--- src/rtl/lod_pkg.sv ---
// Shared constants and helpers for the leading-one / run-length detector pipeline.
package lod_pkg;

    localparam logic MODE_LOD = 1'b0;
    localparam logic MODE_RUN = 1'b1;

    function automatic int clog2(input int value);
        int result;
        result = 0;
        while ((1 << result) < value) result++;
        return result;
    endfunction

endpackage

--- src/rtl/lod_group.sv ---
// Combinational leading-one detector for one G-bit slice; count is the number
// of zeros above the first 1 and is only meaningful when found is set.
module lod_group
    import lod_pkg::*;
#(
    parameter int G = 8
) (
    input  logic [G-1:0]          bits,
    output logic [clog2(G)-1:0]   count,
    output logic                  found
);

    localparam int LG = clog2(G);

    // Scan from the LSB upward so the highest set bit wins the last assignment.
    always_comb begin
        count = '0;
        found = |bits;
        for (int i = 0; i < G; i++) begin
            if (bits[i]) count = LG'(G - 1 - i);
        end
    end

endmodule

--- src/rtl/lod_pipe.sv ---
// Two-stage leading-one / run-length detector with valid-ready handshakes.
// Stage 1 holds per-group results, stage 2 merges them into the final count.
module lod_pipe
    import lod_pkg::*;
#(
    parameter  int N  = 64,
    parameter  int G  = 8,
    parameter  int TW = 4,
    localparam int S  = clog2(N + 1)
) (
    input  logic          clk,
    input  logic          rst_n,
    input  logic          in_valid,
    output logic          in_ready,
    input  logic [N-1:0]  in,
    input  logic          mode,
    input  logic [TW-1:0] in_tag,
    output logic          out_valid,
    input  logic          out_ready,
    output logic [S-1:0]  out,
    output logic          vld,
    output logic          run_bit,
    output logic [TW-1:0] out_tag
);

    localparam int NG = (N + G - 1) / G;
    localparam int NP = NG * G;
    localparam int LG = clog2(G);

    logic [N-1:0]   word;
    logic [NP-1:0]  padded;
    logic [NG-1:0]  grp_found;
    logic [LG-1:0]  grp_count [NG];

    logic           s1_valid;
    logic           s1_ready;
    logic [NG-1:0]  s1_found;
    logic [LG-1:0]  s1_count [NG];
    logic           s1_mode;
    logic           s1_run;
    logic [TW-1:0]  s1_tag;

    logic           s2_valid;
    logic [S-1:0]   s2_out_next;
    logic           s2_vld_next;

    assign s1_ready  = !s2_valid | out_ready;
    assign in_ready  = !s1_valid | s1_ready;
    assign out_valid = s2_valid;

    // Run-length mode turns the run into leading zeros; the shift drops the
    // always-zero MSB and is undone by the +1 in stage 2. Padding goes at the LSB.
    always_comb begin
        word = in;
        if (mode == MODE_RUN) word = (in ^ {N{in[N-1]}}) << 1;
        padded = '0;
        padded[NP-1 -: N] = word;
    end

    for (genvar g = 0; g < NG; g++) begin : g_group
        lod_group #(.G(G)) u_group (
            .bits  (padded[NP-1-g*G -: G]),
            .count (grp_count[g]),
            .found (grp_found[g])
        );
    end

    always_ff @(posedge clk or negedge rst_n) begin
        if (!rst_n) begin
            s1_valid <= 1'b0;
            s1_found <= '0;
            s1_mode  <= MODE_LOD;
            s1_run   <= 1'b0;
            s1_tag   <= '0;
            for (int g = 0; g < NG; g++) s1_count[g] <= '0;
        end else begin
            if (in_ready) s1_valid <= in_valid;
            if (in_valid && in_ready) begin
                s1_found <= grp_found;
                s1_mode  <= mode;
                s1_run   <= in[N-1];
                s1_tag   <= in_tag;
                for (int g = 0; g < NG; g++) s1_count[g] <= grp_count[g];
            end
        end
    end

    // Group 0 is the most significant; descending scan leaves the first found group.
    always_comb begin
        int  res;
        logic any;
        res = N;
        any = 1'b0;
        for (int g = NG - 1; g >= 0; g--) begin
            if (s1_found[g]) begin
                any = 1'b1;
                res = g * G + int'(s1_count[g]);
            end
        end
        if (any && s1_mode == MODE_RUN) res = res + 1;
        if (res > N) res = N;
        s2_out_next = S'(res);
        s2_vld_next = any;
    end

    always_ff @(posedge clk or negedge rst_n) begin
        if (!rst_n) begin
            s2_valid <= 1'b0;
            out      <= '0;
            vld      <= 1'b0;
            run_bit  <= 1'b0;
            out_tag  <= '0;
        end else begin
            if (s1_ready) s2_valid <= s1_valid;
            if (s1_valid && s1_ready) begin
                out     <= s2_out_next;
                vld     <= s2_vld_next;
                run_bit <= s1_run;
                out_tag <= s1_tag;
            end
        end
    end

endmodule

--- config.mk ---
export PLATFORM = sky130hd
export DESIGN_NAME = lod_pipe
export DESIGN_NICKNAME = d
export VERILOG_FILES = /design/src/rtl/lod_pkg.sv /design/src/rtl/lod_group.sv /design/src/rtl/lod_pipe.sv
export SDC_FILE = /design/constraint.sdc
export NUM_CORES = 1
export LEC_CHECK = 0
export ABC_AREA = 1
export BUFFER_PORTS_ARGS = -buffer_cell sky130_fd_sc_hd__buf_4
export CORE_MARGIN = 2
export CORE_UTILIZATION = 50
export DETAILED_ROUTE_END_ITERATION = 6
export MAX_ROUTING_LAYER = met4
export PLACE_DENSITY = 0.82
export SLEW_MARGIN = 30
export SYNTH_ARGS = -nofsm -noshare
export SYNTH_HDL_FRONTEND = slang
export SYNTH_SLANG_ARGS = --single-unit
--- constraint.sdc ---
create_clock -name clk -period 2.3 [get_ports clk]
set_input_delay 0.115 -clock clk [delete_from_list [all_inputs] [get_ports clk]]
set_output_delay 0.115 -clock clk [all_outputs]
set_load 0.05 [all_outputs]
==> out/results.txt <==
status = finished, final reports clean
fin crit share = 89.9%
Final HPWL DP = 7910 um
IO buf count = 87
share of layout cells above drive strength 1 = 20.2%
DR vias = 4119
clock slew at reported path FFs = 0.10 ns
Setup Total Neg Slack = 0 ns
CTS H-tree depth = 2
Final setup viols = 0
clk_skew = 0.00482 ns
logic gate share of total power = 37.0%
cell repeated most along the worst path = nand2_1
worst path arrival time = 2.31 ns
die height = 95.1 um
critical-path cell with the highest stage delay = dfrtp_1
num rows = 33
clock network power share = 23.4%
DP Cell Count = 781
initial antenna violation count = 0
R2R Path End = out[1]
worst-path maximum fanout = 5
drt wl/cell = 12.6 um
worst setup path class = flop to flop
most frequent cells in the layout = nand2_1 (201), buf_4 (97), o21ai_0 (72), dfrtp_1 (51), xnor2_1 (40)
number of global-route vias before repair = 3656
P_int = 1.77 mW
Antenna Diode Count = 0
DRC viols = 0
Sw Pwr = 1.04 mW
CTS Buf Count = 5
hold slack = 0.0254 ns
Core Region = 8130 um^2
VDD IR max = 0.325 mV
Crit. End Element = flop
worst r2r src = s1_found[6]
sequential fraction of the synthesis area = 32.0%
final max-slew violation count = 0
PD cells = 554 nW/um^2
die span in x = 95.1 um
clock root buffer = clkbuf_8
via density per instance = 5.19
highest clock rate = 484 MHz
Final min period = 2.07 ns
worst hold start = in_tag[0]
Die Area = 9040 um^2
latest clock arrival within the worst-skew pair = 0.30 ns
EDFF count, synth = 0
Worst Path Required = 2.54 ns
Worst R2R Setup Slack = 0.23 ns
Least-Margin Pin Slew = 0.675 ns
DRT Wirelength = 10000 um
Lkg Pwr = 2.43 nW
critical path, cell by cell = inv_2, nand3_2, nand2_1, nand2_1, nand2_1, nand2_1, nand2_2, nand2_4, inv_4, ha_4, nand3_2, nor2_2, nand4_1, nand2_1, nand3_1, nor2_1, nand2_1, nand2_2, nand2_1, nand2_1
Startpoint Class = flop
total global routing overflow = 0
hold depth = 3
Mapped Cells = 607
drt first pass iters = 4
Max Root-Sink Buffers = 2
Sw Ratio = 37.0%
Final GP Congestion = 0.903
fin cells = 793
IO Pins = 88
Syn Nets = 681
total power = 2.81 mW
Worst path max stage delay = 0.42 ns
Final ANT Viol Nets = 0
nets = 761
Fin. Hold Viols = 0
worst min-delay path category = input port to flop
most frequently used flop master after synthesis = dfrtp_1
All-Layer GR Usage = 23.2%
worst-case reg-to-reg path depth = 20
WHS Endpoint = s1_tag[0]
largest net degree at the start of global routing = 54
distinct cell type count after synthesis = 34
CTS tree = yes
clock sink count = 53
max cap viols = 0
Initial Util = 51.0%
Synth warnings = 0
commonest non-fill, non-tap cell in the layout = nand2_1
first-pass GRT wire length = 16500 um
FF+latch count, synth = 53
Post-synth ARST share = 100%
Slew HR = 54.9%
Area Overhead vs Synth = 22.2%
synthesized area per cell = 6.84 um^2
register share of total power = 39.6%
DRT iter0 DRCs = 192
cell area after synthesis = 4150 um^2
-- power by group through the flow --
stage / Combinational, mW / Clock (mW) / Sequential, mW
2_1_floorplan: 0.516 / 0 / 1.29
3_3_place_gp: 0.994 / 0 / 1.12
3_5_place_dp: 1.02 / 0 / 1.13
4_1_cts: 1.02 / 0.672 / 1.11
5_1_grt: 1.16 / 0.712 / 1.13
6_report: 1.04 / 0.656 / 1.11
-- timing repair --
action                     in CTS  in global routing
setup endpoints to repair       0                  5
hold buffers                    1                  0
gates resized for setup         0                 16
hold endpoints to repair       53                  0
buffers inserted                0                  3
-- cell usage after synthesis, drive strengths merged (11+ instances only) --
cell | number | area, um^2
a21oi | 20 | 100
buf | 15 | 98.8
clkbuf | 11 | 41.3
dfrtp | 53 | 1330
inv | 47 | 176
nand2 | 209 | 805
nand3 | 21 | 110
nor2 | 44 | 183
o21ai | 77 | 385
xnor2 | 40 | 350
xor2 | 20 | 175
-- per-layer routing --
| metal | track usage, % | share of wire, % | routed length (um) |
|---|---|---|---|
| met1 | 32.6 | 48 | 4860 |
| met2 | 36.7 | 45 | 4560 |
| met3 | 3.16 | 5.1 | 516 |
| met4 | 3.62 | 0.89 | 89 |
| met5 | - | 0 | 0 |
-- worst max path at each step --
stage,from,to,cells past startpoint
4_1_cts,s1_found[4],out[1],19
3_5_place_dp,s1_found[6],out[1],20
3_3_place_gp,s1_found[6],out[1],20
2_1_floorplan,out_valid,s1_found[5],5
6_report,s1_found[6],out[1],20
5_1_grt,s1_found[6],out[1],20
-- critical path, delay by kind of cell (launching register included) --
kind / cells / cell delay (ns)
and+or+nand+nor: 17 / 1.28
DFF: 1 / 0.42
buffers and inverters: 2 / 0.18
adders and majority gates: 1 / 0.12
-- logic make-up (layout without fill, tap and decap cells) --
kind of cell / after synthesis / count (layout) / synth area share (%)
AND/OR/NAND/NOR: 276 / 276 / 26.7
AO/OA/AOI/OAI: 137 / 137 / 19.0
buffers and inverters: 73 / 154 / 7.63
XOR/XNOR: 60 / 60 / 12.7
flip-flops: 53 / 53 / 32.0
multiplexers: 7 / 7 / 1.69
adder cells (fa/ha/maj): 1 / 1 / 0.302
-- metrics by stage --
stage	utilization [%]	cell area [um^2]	setup slack (ns)
finish	62.3	5070	0.233
global route	62.3	5070	-0.0173
CTS	61.5	5000	0.114
detailed placement	59.9	4870	0.159
global placement	59.9	4870	0.245
floorplan	-	4150	0.192
-- flip-flops by register name, indices dropped and copies added, names as in the netlist --
name and count:
run_bit 1, out_tag 4, s1_count 24, vld 1, out 7, s1_valid 1
out_valid 1, s1_run 1, s1_found 8, s1_tag 4, s1_mode 1
-- layout make-up --
cell class	count	area, um^2
Tap cell	105	131
Sequential cell	53	1330
Multi-Input combinational cell	481	2550
Clock buffer	5	68.8
Clock inverter	3	50.0
Fill cell	736	3070
Inverter	47	181
Timing Repair Buffer	99	758
No activity file was read; power rests on OpenSTA's default activity.
